$ cat src/rtl/wb_port_arbiter.sv
`default_nettype none
// ============================================================================
// Module   : wb_port_arbiter
// Purpose  : Shares the register-file write port between the in-order
//            pipeline write-back and an out-of-band MDU. MDU results are
//            buffered in a small FIFO and drained in idle write-back slots.
//            A starvation counter forces a drain slot by stalling the
//            pipeline.
// Revision : 1.0 - initial release
// ============================================================================
module wb_port_arbiter #(
  parameter int FIFO_DEPTH   = 2,
  parameter int STARVE_LIMIT = 4
) (
  input  logic        clk,
  input  logic        rst,
  input  logic        pipe_wb_en,
  input  logic [4:0]  pipe_dest,
  input  logic [31:0] pipe_data,
  output logic        pipe_stall,
  input  logic        mdu_valid,
  input  logic [4:0]  mdu_dest,
  input  logic [31:0] mdu_data,
  output logic        mdu_ready,
  output logic        rf_we,
  output logic [4:0]  rf_dest,
  output logic [31:0] rf_data
);

  // Index width of the FIFO; pointers carry one extra wrap bit.
  localparam int         C_AW    = $clog2(FIFO_DEPTH);
  localparam int         C_PW    = C_AW + 1;
  localparam logic [3:0] C_LIMIT = 4'(STARVE_LIMIT);

  // FIFO storage and pointers
  logic [36:0]     fifo_q [FIFO_DEPTH];
  logic [C_PW-1:0] wr_ptr_q, wr_ptr_d;
  logic [C_PW-1:0] rd_ptr_q, rd_ptr_d;

  // Starvation counter and output register
  logic [3:0]  starve_q, starve_d;
  logic        rf_we_q, rf_we_d;
  logic [4:0]  rf_dest_q, rf_dest_d;
  logic [31:0] rf_data_q, rf_data_d;

  // Combinational arbitration terms
  logic        w_pipe_req;
  logic        w_empty;
  logic        w_full;
  logic        w_force;
  logic        w_grant_fifo;
  logic        w_grant_pipe;
  logic        w_accept;
  logic        w_push;
  logic        w_pop;
  logic [36:0] w_head;

  assign w_pipe_req = pipe_wb_en && (pipe_dest != 5'd0);

  // Full when the indices match but the wrap bits differ.
  assign w_empty = (wr_ptr_q == rd_ptr_q);
  assign w_full  = (wr_ptr_q[C_AW-1:0] == rd_ptr_q[C_AW-1:0]) &&
                   (wr_ptr_q[C_AW] != rd_ptr_q[C_AW]);

  assign w_force      = !w_empty && (starve_q == C_LIMIT);
  assign w_grant_fifo = w_force || (!w_pipe_req && !w_empty);
  assign w_grant_pipe = !w_force && w_pipe_req;

  // Ready depends only on full, so a same-cycle pop never opens a slot.
  assign mdu_ready  = !rst && !w_full;
  assign pipe_stall = !rst && w_force && w_pipe_req;

  // Results aimed at r0 are accepted but silently dropped.
  assign w_accept = mdu_valid && mdu_ready;
  assign w_push   = w_accept && (mdu_dest != 5'd0);
  assign w_pop    = w_grant_fifo;

  assign w_head = fifo_q[rd_ptr_q[C_AW-1:0]];

  // Pointer advance; pointers wrap naturally through the extra bit.
  always_comb begin
    wr_ptr_d = wr_ptr_q + {{C_AW{1'b0}}, w_push};
    rd_ptr_d = rd_ptr_q + {{C_AW{1'b0}}, w_pop};
  end

  // Starvation counter: counts pipeline wins while MDU data waits.
  always_comb begin
    starve_d = starve_q;
    if (w_empty || w_grant_fifo) begin
      starve_d = 4'd0;
    end else if (w_grant_pipe && (starve_q != C_LIMIT)) begin
      starve_d = starve_q + 4'd1;
    end
  end

  // Winner selection for the write port; address/data hold when idle.
  always_comb begin
    rf_we_d   = 1'b0;
    rf_dest_d = rf_dest_q;
    rf_data_d = rf_data_q;
    if (w_grant_fifo) begin
      rf_we_d   = 1'b1;
      rf_dest_d = w_head[36:32];
      rf_data_d = w_head[31:0];
    end else if (w_grant_pipe) begin
      rf_we_d   = 1'b1;
      rf_dest_d = pipe_dest;
      rf_data_d = pipe_data;
    end
  end

  // FIFO payload storage; contents are qualified by the pointers only.
  always_ff @(posedge clk) begin
    if (w_push && !rst) begin
      fifo_q[wr_ptr_q[C_AW-1:0]] <= {mdu_dest, mdu_data};
    end
  end

  // Control state and registered write-port outputs.
  always_ff @(posedge clk) begin
    if (rst) begin
      wr_ptr_q  <= '0;
      rd_ptr_q  <= '0;
      starve_q  <= 4'd0;
      rf_we_q   <= 1'b0;
      rf_dest_q <= 5'd0;
      rf_data_q <= 32'd0;
    end else begin
      wr_ptr_q  <= wr_ptr_d;
      rd_ptr_q  <= rd_ptr_d;
      starve_q  <= starve_d;
      rf_we_q   <= rf_we_d;
      rf_dest_q <= rf_dest_d;
      rf_data_q <= rf_data_d;
    end
  end

  assign rf_we   = rf_we_q;
  assign rf_dest = rf_dest_q;
  assign rf_data = rf_data_q;

endmodule
`default_nettype wire

$ cat config.mk
export PLATFORM = sky130hd
export DESIGN_NAME = wb_port_arbiter
export DESIGN_NICKNAME = d
export VERILOG_FILES = /design/src/rtl/wb_port_arbiter.sv
export SDC_FILE = /design/constraint.sdc
export NUM_CORES = 1
export LEC_CHECK = 0
export ABC_CLOCK_PERIOD_IN_PS = 6700
export CAP_MARGIN = 20
export CORE_MARGIN = 3
export CORE_UTILIZATION = 50
export CTS_CLUSTER_DIAMETER = 100
export CTS_CLUSTER_SIZE = 40
export DETAILED_ROUTE_END_ITERATION = 6
export MAX_ROUTING_LAYER = met4
export PLACE_DENSITY = 0.81
export SYNTH_ARGS = -nofsm -noshare
export SYNTH_HDL_FRONTEND = slang
export SYNTH_SLANG_ARGS = --single-unit
export TNS_END_PERCENT = 5
$ cat constraint.sdc
create_clock -name clk -period 6.7 [get_ports clk]
set_input_delay 1.34 -clock clk [delete_from_list [all_inputs] [get_ports clk]]
set_output_delay 1.34 -clock clk [all_outputs]
set_load 0.02 [all_outputs]
# Yosys cells after proc, flatten, opt, wreduce, memory -nomap -nowiden
# Memories as Yosys holds them, arrays and structs flattened. A register that Yosys moved wholly into a read port is not among the register bits.
# Index checks and enable logic that the tools add are counted.
# W data, S select, Z words.
[totals] reg_bits=46 out_inout_bits=40 mem_bits_rw=74 romBits=0 latchBits=0 wordCells=47 n_memories=1 inputBits=78
[mem_list] memory="fifo_q" depth=2 word_bits=37 rd=1 rd_ports_with_merged_regs=1 wr=1 line_no="36" source="logic [36:0] fifo_q [FIFO_DEPTH];"
[op_classes] n_mul=0 div=0 mux=9 bitwise_logic=0 shifts=0 magnitude_cmp=0 n_reduce_logical=23 n_eq_ne=5 addsub=3
[op_table] cell="$mux W32" n=2
[op_table] cell="$logic_and A1 B1 Y1" n=12
[op_table] cell="$mux W5" n=2
[op_table] cell="$reduce_bool A5 Y1" n=2
[op_table] cell="$logic_not A1 Y1" n=5
[op_table] cell="$mux W1" n=5
[op_table] cell="$add A2 B1 Y2" n=2
[op_table] cell="$add A4 B1 Y4 const B" n=1
[op_table] cell="$eq A4 B3 Y1 const B" n=1
[op_table] cell="$ne A4 B3 Y1 const B" n=1
[op_table] cell="$eq A2 B2 Y1" n=1
[op_table] cell="$logic_or A1 B1 Y1" n=2
[op_table] cell="$reduce_bool A2 Y1" n=1
[op_table] cell="$reduce_or A2 Y1" n=1
[op_table] cell="$eq A1 B1 Y1" n=1
[op_table] cell="$ne A1 B1 Y1" n=1

# Depth between registers and ports, before layout
[logic_depth] depth_word=9 mapped_depth=9 mapped_depth_nobuf=6

# Least setup slack after synthesis
# Ideal clock, no wire load.
[synth_path] kind="input port to flip-flop" start="input rst" end="memory fifo_q[0][0], enable pin" required_time_ns=6.264 cell_stages=4 setup_slack_ns=2.375 setup_time_ns=0.436 arrival_ns=3.889 n_path_buf=1 path_cell_list="clkbuf_1 a21oi_1 o311a_1 nor2b_1"
[synth_between] elab_chain_cells=7
[synth_lines] element="from (decl)" line_no="16" source="input logic rst,"
[synth_lines] element="$logic_not A1 Y1" line_no="70" source="assign mdu_ready = !rst && !w_full;"
[synth_lines] element="$logic_and A1 B1 Y1" line_no="70"
[synth_lines] element="net mdu_ready" line_no="24" source="output logic mdu_ready,"
[synth_lines] element="$logic_and A1 B1 Y1" line_no="74" source="assign w_accept = mdu_valid && mdu_ready;"
[synth_lines] element="$logic_and A1 B1 Y1" line_no="75" source="assign w_push = w_accept && (mdu_dest != 5'd0);"
[synth_lines] element="$logic_and A1 B1 Y1" line_no="114" source="if (w_push && !rst) begin"
[synth_lines] element="$mux W1" line_no="114"
[synth_lines] element="$mux W1 (not written as such)" line_no="115" source="fifo_q[wr_ptr_q[C_AW-1:0]] <= {mdu_dest, mdu_data};"
[synth_lines] element="to (decl)" line_no="36"
# The timed path passes the listed nets, and every way through them passes these cells.

# Worst setup path after layout
[layout_path] start="input pipe_dest[1]" end="output pipe_stall"
[layout_between] elab_chain_cells=3
[layout_lines] element="from (decl)" line_no="18" source="input logic [4:0] pipe_dest,"
[layout_lines] element="$reduce_bool A5 Y1" line_no="58" source="assign w_pipe_req = pipe_wb_en && (pipe_dest != 5'd0);"
[layout_lines] element="$logic_and A1 B1 Y1" line_no="58"
[layout_lines] element="$logic_and A1 B1 Y1" line_no="71" source="assign pipe_stall = !rst && w_force && w_pipe_req;"
[layout_lines] element="to (decl)" line_no="20" source="output logic pipe_stall,"
# Every way passes these cells.

==> results.md <==
- Status: finished, final reports clean
- Avg Cell Area, Syn: about 14 um2
- Detailed Route Iter0 Violations: roughly 190
- Top-count cell post-synth: edfxtp_1
- First-pass GRT wire length: between 15 and 20 mm
- Crit-path max FO: 7
- Reg clk slew, reported paths: about 50 ps
- # diodes: 0
- Total power: between 2 and 2.5 mW
- Starting Density: between 50% and 60%
- Most used cell, CP: clkdlybuf4s50_1
- Via count: approximately 3300
- Syn Inst Count: 335
- Compound-Gate Fraction of Synth Area: between 10% and 20%
- Top post-synthesis cells by area: edfxtp_1, dfxtp_1, mux2_2, a32o_1, or3_1
- Routed met2 length: about 5.6 mm
- RSZ-0062 raised after global routing: no
- Fillers: about 650
- Final setup viols: 0
- Die Y: ~100 um
- Most frequent cells after synthesis: edfxtp_1, dfxtp_1, or3_1
- Fin Setup TNS: 0 ps
- Multi-input combinational cell area: about 1500 um2
- Pwr/cell area: between 300 and 400 nW/um2
- Synth top area share: 46.61%
- WP data arrival: 3450 ps
- Vias in the first global route: between 3000 and 4000
- DR pass1 iterations: 4
- Place WS: a little under 2000 ps
- Share of cells above drive strength 1: 14.10%
- Tcrit/Tclk final: 71.48%
- Clock Path Buffers: 2
- All-layer global routing usage: around 21%
- Multiplexer share of the synthesized area: under 10%
- Die footprint: about 11000 um2
- XOR/XNOR Fraction of Synth Area: around 1.1%
- Register bit total from synthesis: 120
- Fin worst setup slack: between 1500 and 2000 ps
- Placed Instances: about 560
- Adder-Cell Fraction of Synth Area: less than 1%
- PortBufs: around 120
- Crit path cell chain: clkdlybuf4s50_1, or4_4, o21ai_1, nor3_1, clkdlybuf4s50_1
- Crit path kind: in -> out
- WL/cell: around 18 um
- Seq. cell area: approximately 3100 um2
- HPWL Detailed: about 6.7 mm
- Yosys Warn Count: 0
- Main combinational cell family by area after synthesis: compound AO/OA/AOI/OAI gates
- Area leader, netlist: edfxtp_1
- Top Metal Used: met4
- ANT nets after route: 0
- Grt total ovfl: 0
- Drt total wl: 10.64 mm
- EDFF count, synth: 74
- Worst Tran Pin Value: slightly above 1000 ps
- Post-Synth Simple-Gate Area: under 10%
- Final min period: about 4800 ps
- Post-CTS Resized: 0
- Clock Sinks: 120
- Worst-Skew Late Latency: approximately 500 ps
- Lkg Pwr: 2.246 nW
- CP endpoint kind: output pin
- Layout Nets: ~530
- CP max-delay cell: clkdlybuf4s50_1
- Max-slew violations: 0
- Site Rows: 35
- Max Fclk: around 210 MHz
- CTS buffer count: 17
- RD Place Congestion: 0.8325
- Largest net degree at the start of global routing: 65
- Fin cells: 590
- Remaining DRCs: 0
- # IOs: 118
- HP Class: reg -> reg
- Yosys cell types: 33
- Root Driver: clkbuf_8
- Hold WS: 462.4 ps
- Slowest stage delay, CP: 570 ps
- Metal-1 WL: ~4.4 mm
- Final Hold Vio Count: 0
- Die Wd: between 100 and 150 um
- Seq/Total Area, Yosys: between 60 and 70%
- Synth Net Count: about 420
- Peak VDD IR: about 0.19 mV
- Hold-fix buffers, CTS: 0
- Mapped Area: about 4800 um2
- WL met3: just under 400 um
- Total core area: ~9200 um2
- Synth async-reset ratio: 0%
- P&R area growth vs syn: 39.40%
- Max-cap viol count: 0
- Max-slew headroom: about a third
- CP Data Required Time: 5360 ps
- Crit start category: input port
- Drt via density: ~5.6
- H-tree Lvls: 4
- Max Clock Skew: 6.729 ps
- Antenna violations before repair: 0
- CTS tree: built
- Synth Flop Type: edfxtp_1
- Setup Buffers After CTS: 0
## where the power goes
part / leakage, nW / switching, mW / internal (mW)
logic: 0.892 / 0.185 / 0.178
clock network: 0.295 / 0.308 / 0.612
registers: 1.06 / 0.0248 / 0.843
## final timing paths
kind / startpoint / endpoint / slack [ps] / cells past startpoint
setup / recovery: pipe_dest[1] / pipe_stall / 1910 / 5
hold / removal: rf_data[4]$_SDFFE_PP0P_ / rf_data[4]$_SDFFE_PP0P_ / 460 / 1
setup reg to reg: rd_ptr_q[0]$_SDFF_PP0_ / rf_data[11]$_SDFFE_PP0P_ / 3360 / 6
hold reg to reg: rf_data[4]$_SDFFE_PP0P_ / rf_data[4]$_SDFFE_PP0P_ / 460 / 1
## layout by cell type, fill, tap and decap left out, types with 2 or more instances in the layout
cell type / n
ha_1: 3
nor2_1: 5
dfxtp_1: 45
clkinvlp_4: 2
mux2_2: 23
o21bai_1: 23
buf_4: 3
edfxtp_1: 74
inv_1: 5
nand3b_1: 2
a221o_1: 10
xnor2_1: 4
clkbuf_8: 2
mux2i_1: 14
xor2_1: 2
clkbuf_1: 2
clkdlybuf4s50_1: 117
clkinv_4: 2
or3_1: 29
and3_1: 2
bufinv_16: 4
clkbuf_16: 16
a21oi_1: 3
a32o_1: 23
a21o_1: 2
nor3_1: 11
a31oi_1: 4
clkinv_2: 3
and2_2: 2
nand3_1: 9
## per-stage QoR
| step | utilization [%] | instance area [um2] |
|---|---|---|
| 2_1_floorplan | - | 4767 |
| 3_3_place_gp | 64.94 | 6001 |
| 3_5_place_dp | 65.10 | 6016 |
| 4_1_cts | 71.70 | 6625 |
| 5_1_grt | 71.92 | 6645 |
| 6_report | 71.92 | 6645 |
## critical path, delay by kind of cell
family | cells | cell delay [ps]
and+or+nand+nor | 2 | 680
buffers and inverters | 2 | 990
AOI/OAI and AO/OA | 1 | 440
## cells by family after synthesis
logic type	count (synthesis)
compound gates	72
xor+xnor	6
fa+ha+maj	3
buf+inv	33
flops	120
mux	37
simple gates	64
## state kept, by name, summed over array words and instances (netlist names)
signal,count
fifo_q,74
wr_ptr_q,2
rf_we,1
rf_data,32
rf_dest,5
rd_ptr_q,2
starve_q,4
## layer usage
metal / vias up / GRT usage [%]
li1: 1542 / -
met1: 1615 / 24.28
met2: 98 / 35.42
met3: 24 / 3.801
met4: 0 / 8.452
met5: - / -
## area by class of cell
cell class	count	share of cell area [%]
clock inverters	12	2.617
inverters	5	0.2824
well taps	129	2.429
clock buffers	20	6.552
repair buffers	122	18.49
multi-input cells	182	22.31
flip-flops and latches	120	47.32
(Power assumes the default switching activity.)
